**config.mk**
```make
export PLATFORM = sky130hd
export DESIGN_NAME = draw_arbiter
export DESIGN_NICKNAME = d
export VERILOG_FILES = /design/src/rtl/draw_arbiter.sv
export SDC_FILE = /design/constraint.sdc
export NUM_CORES = 1
export LEC_CHECK = 0
export CORE_UTILIZATION = 25
export CTS_BUF_LIST = sky130_fd_sc_hd__clkbuf_4 sky130_fd_sc_hd__clkbuf_8 sky130_fd_sc_hd__clkbuf_16
export DETAILED_ROUTE_END_ITERATION = 8
export DONT_BUFFER_PORTS = 1
export GPL_ROUTABILITY_DRIVEN = 0
export GPL_TIMING_DRIVEN = 1
export PLACE_DENSITY = 0.37
export SLEW_MARGIN = 30
export SYNTH_ARGS = -nofsm -noshare
export SYNTH_HDL_FRONTEND = slang
export SYNTH_SLANG_ARGS = --single-unit
export TNS_END_PERCENT = 100
```
**constraint.sdc**
```tcl
create_clock -name clk -period 2.1 [get_ports clk]
set_clock_uncertainty 0.2 [all_clocks]
set_input_delay 0.105 -clock clk [delete_from_list [all_inputs] [get_ports clk]]
set_output_delay 0.105 -clock clk [all_outputs]
set_load 0.03 [all_outputs]
```
**src/rtl/draw_arbiter.sv**
```systemverilog
// draw_arbiter: round-robin plot arbiter with per-frame background-clear priority.
// Optional job watchdog is built only when DRAW_ARB_TIMEOUT_EN is defined.
module draw_arbiter #(
    parameter int unsigned TIMEOUT_CYC = 40000
) (
    input  logic       clk,
    input  logic       resetn,
    input  logic [3:0] req,
    input  logic       frame_tick,
    input  logic       plot_done,
    output logic [3:0] grant,
    output logic       plot_start,
    output logic [1:0] owner,
    output logic       busy,
    output logic       frame_pend,
    output logic       err
);

    typedef enum logic [1:0] {
        IDLE  = 2'd0,
        START = 2'd1,
        WAIT  = 2'd2
    } state_t;

    state_t     state_q, state_d;
    logic [1:0] owner_q, owner_d;
    logic       pend_q, pend_d;
    logic       sel_vld;
    logic [1:0] sel_idx;
    logic [1:0] rr_idx;
    logic       timeout;

    // Round-robin search from owner_q+1; owner_q doubles as last owner.
    always_comb begin
        sel_vld = 1'b0;
        sel_idx = 2'd0;
        rr_idx  = 2'd0;
        for (int k = 4; k >= 1; k--) begin
            rr_idx = owner_q + k[1:0];
            if (req[rr_idx]) begin
                sel_vld = 1'b1;
                sel_idx = rr_idx;
            end
        end
    end

    // Next-state: arbitrate in IDLE, one-cycle START, hold in WAIT.
    always_comb begin
        state_d = state_q;
        owner_d = owner_q;
        pend_d  = pend_q | frame_tick;
        unique case (state_q)
            IDLE: begin
                if (pend_q) begin
                    state_d = START;
                    owner_d = 2'd0;
                end else if (sel_vld) begin
                    state_d = START;
                    owner_d = sel_idx;
                end
            end
            START: state_d = WAIT;
            WAIT: begin
                if (plot_done || timeout) begin
                    state_d = IDLE;
                end
            end
            default: state_d = IDLE;
        endcase
        if (state_q == IDLE && state_d == START && owner_d == 2'd0) begin
            pend_d = frame_tick;
        end
    end

    // State, owner and frame-pending registers.
    always_ff @(posedge clk) begin
        if (!resetn) begin
            state_q <= IDLE;
            owner_q <= 2'd3;
            pend_q  <= 1'b0;
        end else begin
            state_q <= state_d;
            owner_q <= owner_d;
            pend_q  <= pend_d;
        end
    end

    assign busy       = (state_q != IDLE);
    assign plot_start = (state_q == START);
    assign owner      = busy ? owner_q : 2'd0;
    assign grant      = busy ? (4'd1 << owner_q) : 4'd0;
    assign frame_pend = pend_q;

`ifdef DRAW_ARB_TIMEOUT_EN
    localparam logic [15:0] TMO_LAST = 16'(TIMEOUT_CYC - 1);

    logic [15:0] cnt_q, cnt_d;
    logic        err_q, err_d;

    // Watchdog: cleared in START, counts WAIT cycles; plot_done wins a tie.
    always_comb begin
        cnt_d = cnt_q;
        if (state_q == START) begin
            cnt_d = 16'd0;
        end else if (state_q == WAIT) begin
            cnt_d = cnt_q + 16'd1;
        end
        err_d = err_q | (timeout & ~plot_done);
    end

    assign timeout = (state_q == WAIT) && (cnt_q == TMO_LAST);

    // Watchdog counter and sticky error flag.
    always_ff @(posedge clk) begin
        if (!resetn) begin
            cnt_q <= 16'd0;
            err_q <= 1'b0;
        end else begin
            cnt_q <= cnt_d;
            err_q <= err_d;
        end
    end

    assign err = err_q;
`else
    assign timeout = 1'b0;
    assign err     = 1'b0;
`endif

endmodule

```
==> results.txt <==
CTS buffer count -> 3
IO Port Bufs -> 0
Outcome -> finished clean
Maximum clock insertion buffer count -> 2
Min-Delay Endpoint -> owner_q[0]$_SDFF_PN1_
Worst Hold Class -> in2reg
VDD IR max -> 0.280 mV
Worst path arrival time -> 1770 ps
Clk pin slew, worst setup/hold paths -> 40 ps
Worst Hold Launch -> req[3]
Final Hold Viols -> 0
Slowest CP cell -> mux2_2
Slew Limit Fails -> 0
Initial DRT Pass Iterations -> 4
Placed instance count -> 91
Area share of xor/xnor cells in the synthesized design -> 0%
Core area -> 1760 um^2
Total power draw -> 0.624 mW
Endpoint class of the critical path -> flop
Avg Inst Size Synth -> 7.59 um^2
Pwr dens -> 981 nW/um^2
Seq/Total Area, Yosys -> 20.6%
RSZ-0062 raised after global routing -> false
FF-to-FF Start -> owner_q[0]$_SDFF_PN1_
TritonCTS clock tree -> done
Worst Setup Path Type -> reg2reg
Flops & latches, synth -> 5
CTS Root Buffer Type -> clkbuf_4
Post-route insts no fill -> 102
Clk sinks -> 5
Post-synth EDFFs -> 0
Synth Area in Compound Gates -> 19.1%
Reg2reg setup slack -> 310 ps
P_leak -> 0.292 nW
WL per Instance -> 11.5 um
CP peak stage delay -> 360 ps
Net Count, Synth -> 76
Yosys warnings -> 0
DP Area -> 537 um^2
Async set-or-reset flop fraction in the synthesized netlist -> 0%
Total negative slack -> 0 ps
Crit path required time -> 2080 ps
Multiplexer share of the synthesized area -> 12.9%
Setup violations, final -> 0
Slew headroom -> 63.0%
Final Cycle Share -> 85.2%
Largest family of logic cells by synthesized area -> simple AND/OR/NAND/NOR gates
N_diodes -> 0
# IOs -> 18
Avg Vias per Cell -> 4.67
Synth Area in Adders -> 10.3%
First-pass GRT wire length -> 1.88 mm
Total grt overflow -> 0
Count leader, synth -> nor2_1
Initial antenna violation count -> 0
FF-to-FF path depth -> 6
Max-cap viol count -> 0
Mapped cell area -> 485 um^2
CP cell instances -> buf_4, mux2_2, a211o_1, nor3_2, o21ai_0, nand4_1
Final Cell Area -> 637 um^2
Post-synth top area share -> 20.6%
CTS H-tree depth -> 1
Fmax -> 0.559 GHz
Routed WL -> 1.18 mm
Biggest area consumer among synthesized cells -> dfxtp_1
Skew-Pair Late Insertion Delay -> 240 ps
Largest net degree at the start of global routing -> 14
Vias -> 476
Layout cell share with drive strength beyond 1 -> 15.6%
Initial core utilization -> 27.5%
Synth Area in Simple Gates -> 29.6%
CP Launch Type -> flop
Die X -> 46.1 um
Cells after synthesis -> 64
Worst-Margin Slew -> 553 ps
Die area -> 2120 um^2
Synth unique cells -> 26
Antenna-violating nets left -> 0
Layout Area Growth over Synthesis -> 31.2%
Post-CTS Setup Bufs -> 0
Die outline height -> 46.1 um
DR DRC count -> 0
Final min period -> 1790 ps
Aggregate global-route resource usage -> 12.7%
Nets -> 90
Synth cell count leaders -> nor2_1, dfxtp_1
HPWL Detailed -> 890 um
Site Rows -> 15
Vias in the first global route -> 431
Critical path fanouts, max -> 13
Capturing point of the worst reg2reg path -> owner_q[1]$_SDFF_PN1_
Ys flop type -> dfxtp_1
Hold-critical path depth -> 3
Synth area leaders -> dfxtp_1, ha_1, mux2i_1, nor2_1, and2_1
Violation count after the first detailed-route iteration -> 4
[layer usage]
metal | share of wire, % | GRT usage [%]
met5 | 0 | 0
met4 | 0 | 3.53
met3 | 5.2 | 5.10
met2 | 45 | 19.2
met1 | 50 | 16.5
[registers in the layout (all words and copies together) (netlist names)]
register	cells
state_q	2
owner_q	2
frame_pend	1
[how the worst max path moves through the flow]
stage,slack (ps),to,startpoint
2_1_floorplan,80,owner_q[0]$_SDFF_PN1_,owner_q[0]$_SDFF_PN1_
3_3_place_gp,310,owner_q[1]$_SDFF_PN1_,owner_q[0]$_SDFF_PN1_
3_5_place_dp,320,owner_q[1]$_SDFF_PN1_,owner_q[0]$_SDFF_PN1_
4_1_cts,310,grant[0],state_q[1]$_SDFF_PN0_
5_1_grt,170,grant[2],state_q[1]$_SDFF_PN0_
6_report,310,owner_q[1]$_SDFF_PN1_,owner_q[0]$_SDFF_PN1_
[layout by cell type, fill, tap and decap left out, types with 2 or more instances in the layout]
master and instances:
buf_4 5, dfxtp_1 5, inv_1 3, and2_1 4, nand2_1 4, nand4_1 2, o221ai_1 2, clkbuf_4 4
o21ai_0 3, a21oi_1 3, nor2b_1 4, mux2_2 2, nor2_1 10, mux2i_1 4, dlygate4sd3_1 7, ha_1 4
[where the power goes]
group	switching, mW	internal, mW	total [mW]
clock network	0.0405	0.0848	0.125
logic	0.234	0.138	0.372
registers	0.0139	0.114	0.127
total	0.288	0.336	0.624
[worst max-delay path, delay by kind of cell (launching register included)]
kind            cells  cell delay [ps]
compound gates      2              410
mux                 1              360
flops               1              320
simple gates        2              240
buf+inv             1              190
[repair_timing]
action | 4_1_cts | 5_1_grt
hold endpoints to repair | 5 | 0
resized for setup | 0 | 0
hold buffers | 7 | 0
[stage by stage]
stage	worst slack [ps]	util [%]	hold WS (ps)
CTS	308	36.1	31.3
global route	166	36.1	71.5
detailed placement	323	30.4	-15.9
finish	310	36.1	33.6
floorplan	77.9	-	-21.1
global placement	308	30.4	-17.0
[layout make-up]
class,count,area [um^2]
Fill cell,213,1130
Multi-Input combinational cell,52,353
Timing Repair Buffer,12,108
Sequential cell,5,100
Tap cell,25,31.3
Clock buffer,4,30.0
Inverter,4,15.0
[kinds of logic after synthesis]
| kind of cell | count (synthesis) |
|---|---|
| adder cells (fa/ha/maj) | 4 |
| multiplexers | 6 |
| buffers and inverters | 7 |
| other | 1 |
| flip-flops | 5 |
| AND/OR/NAND/NOR | 28 |
| AO/OA/AOI/OAI | 13 |
No activity file was read; power rests on OpenSTA's default activity.
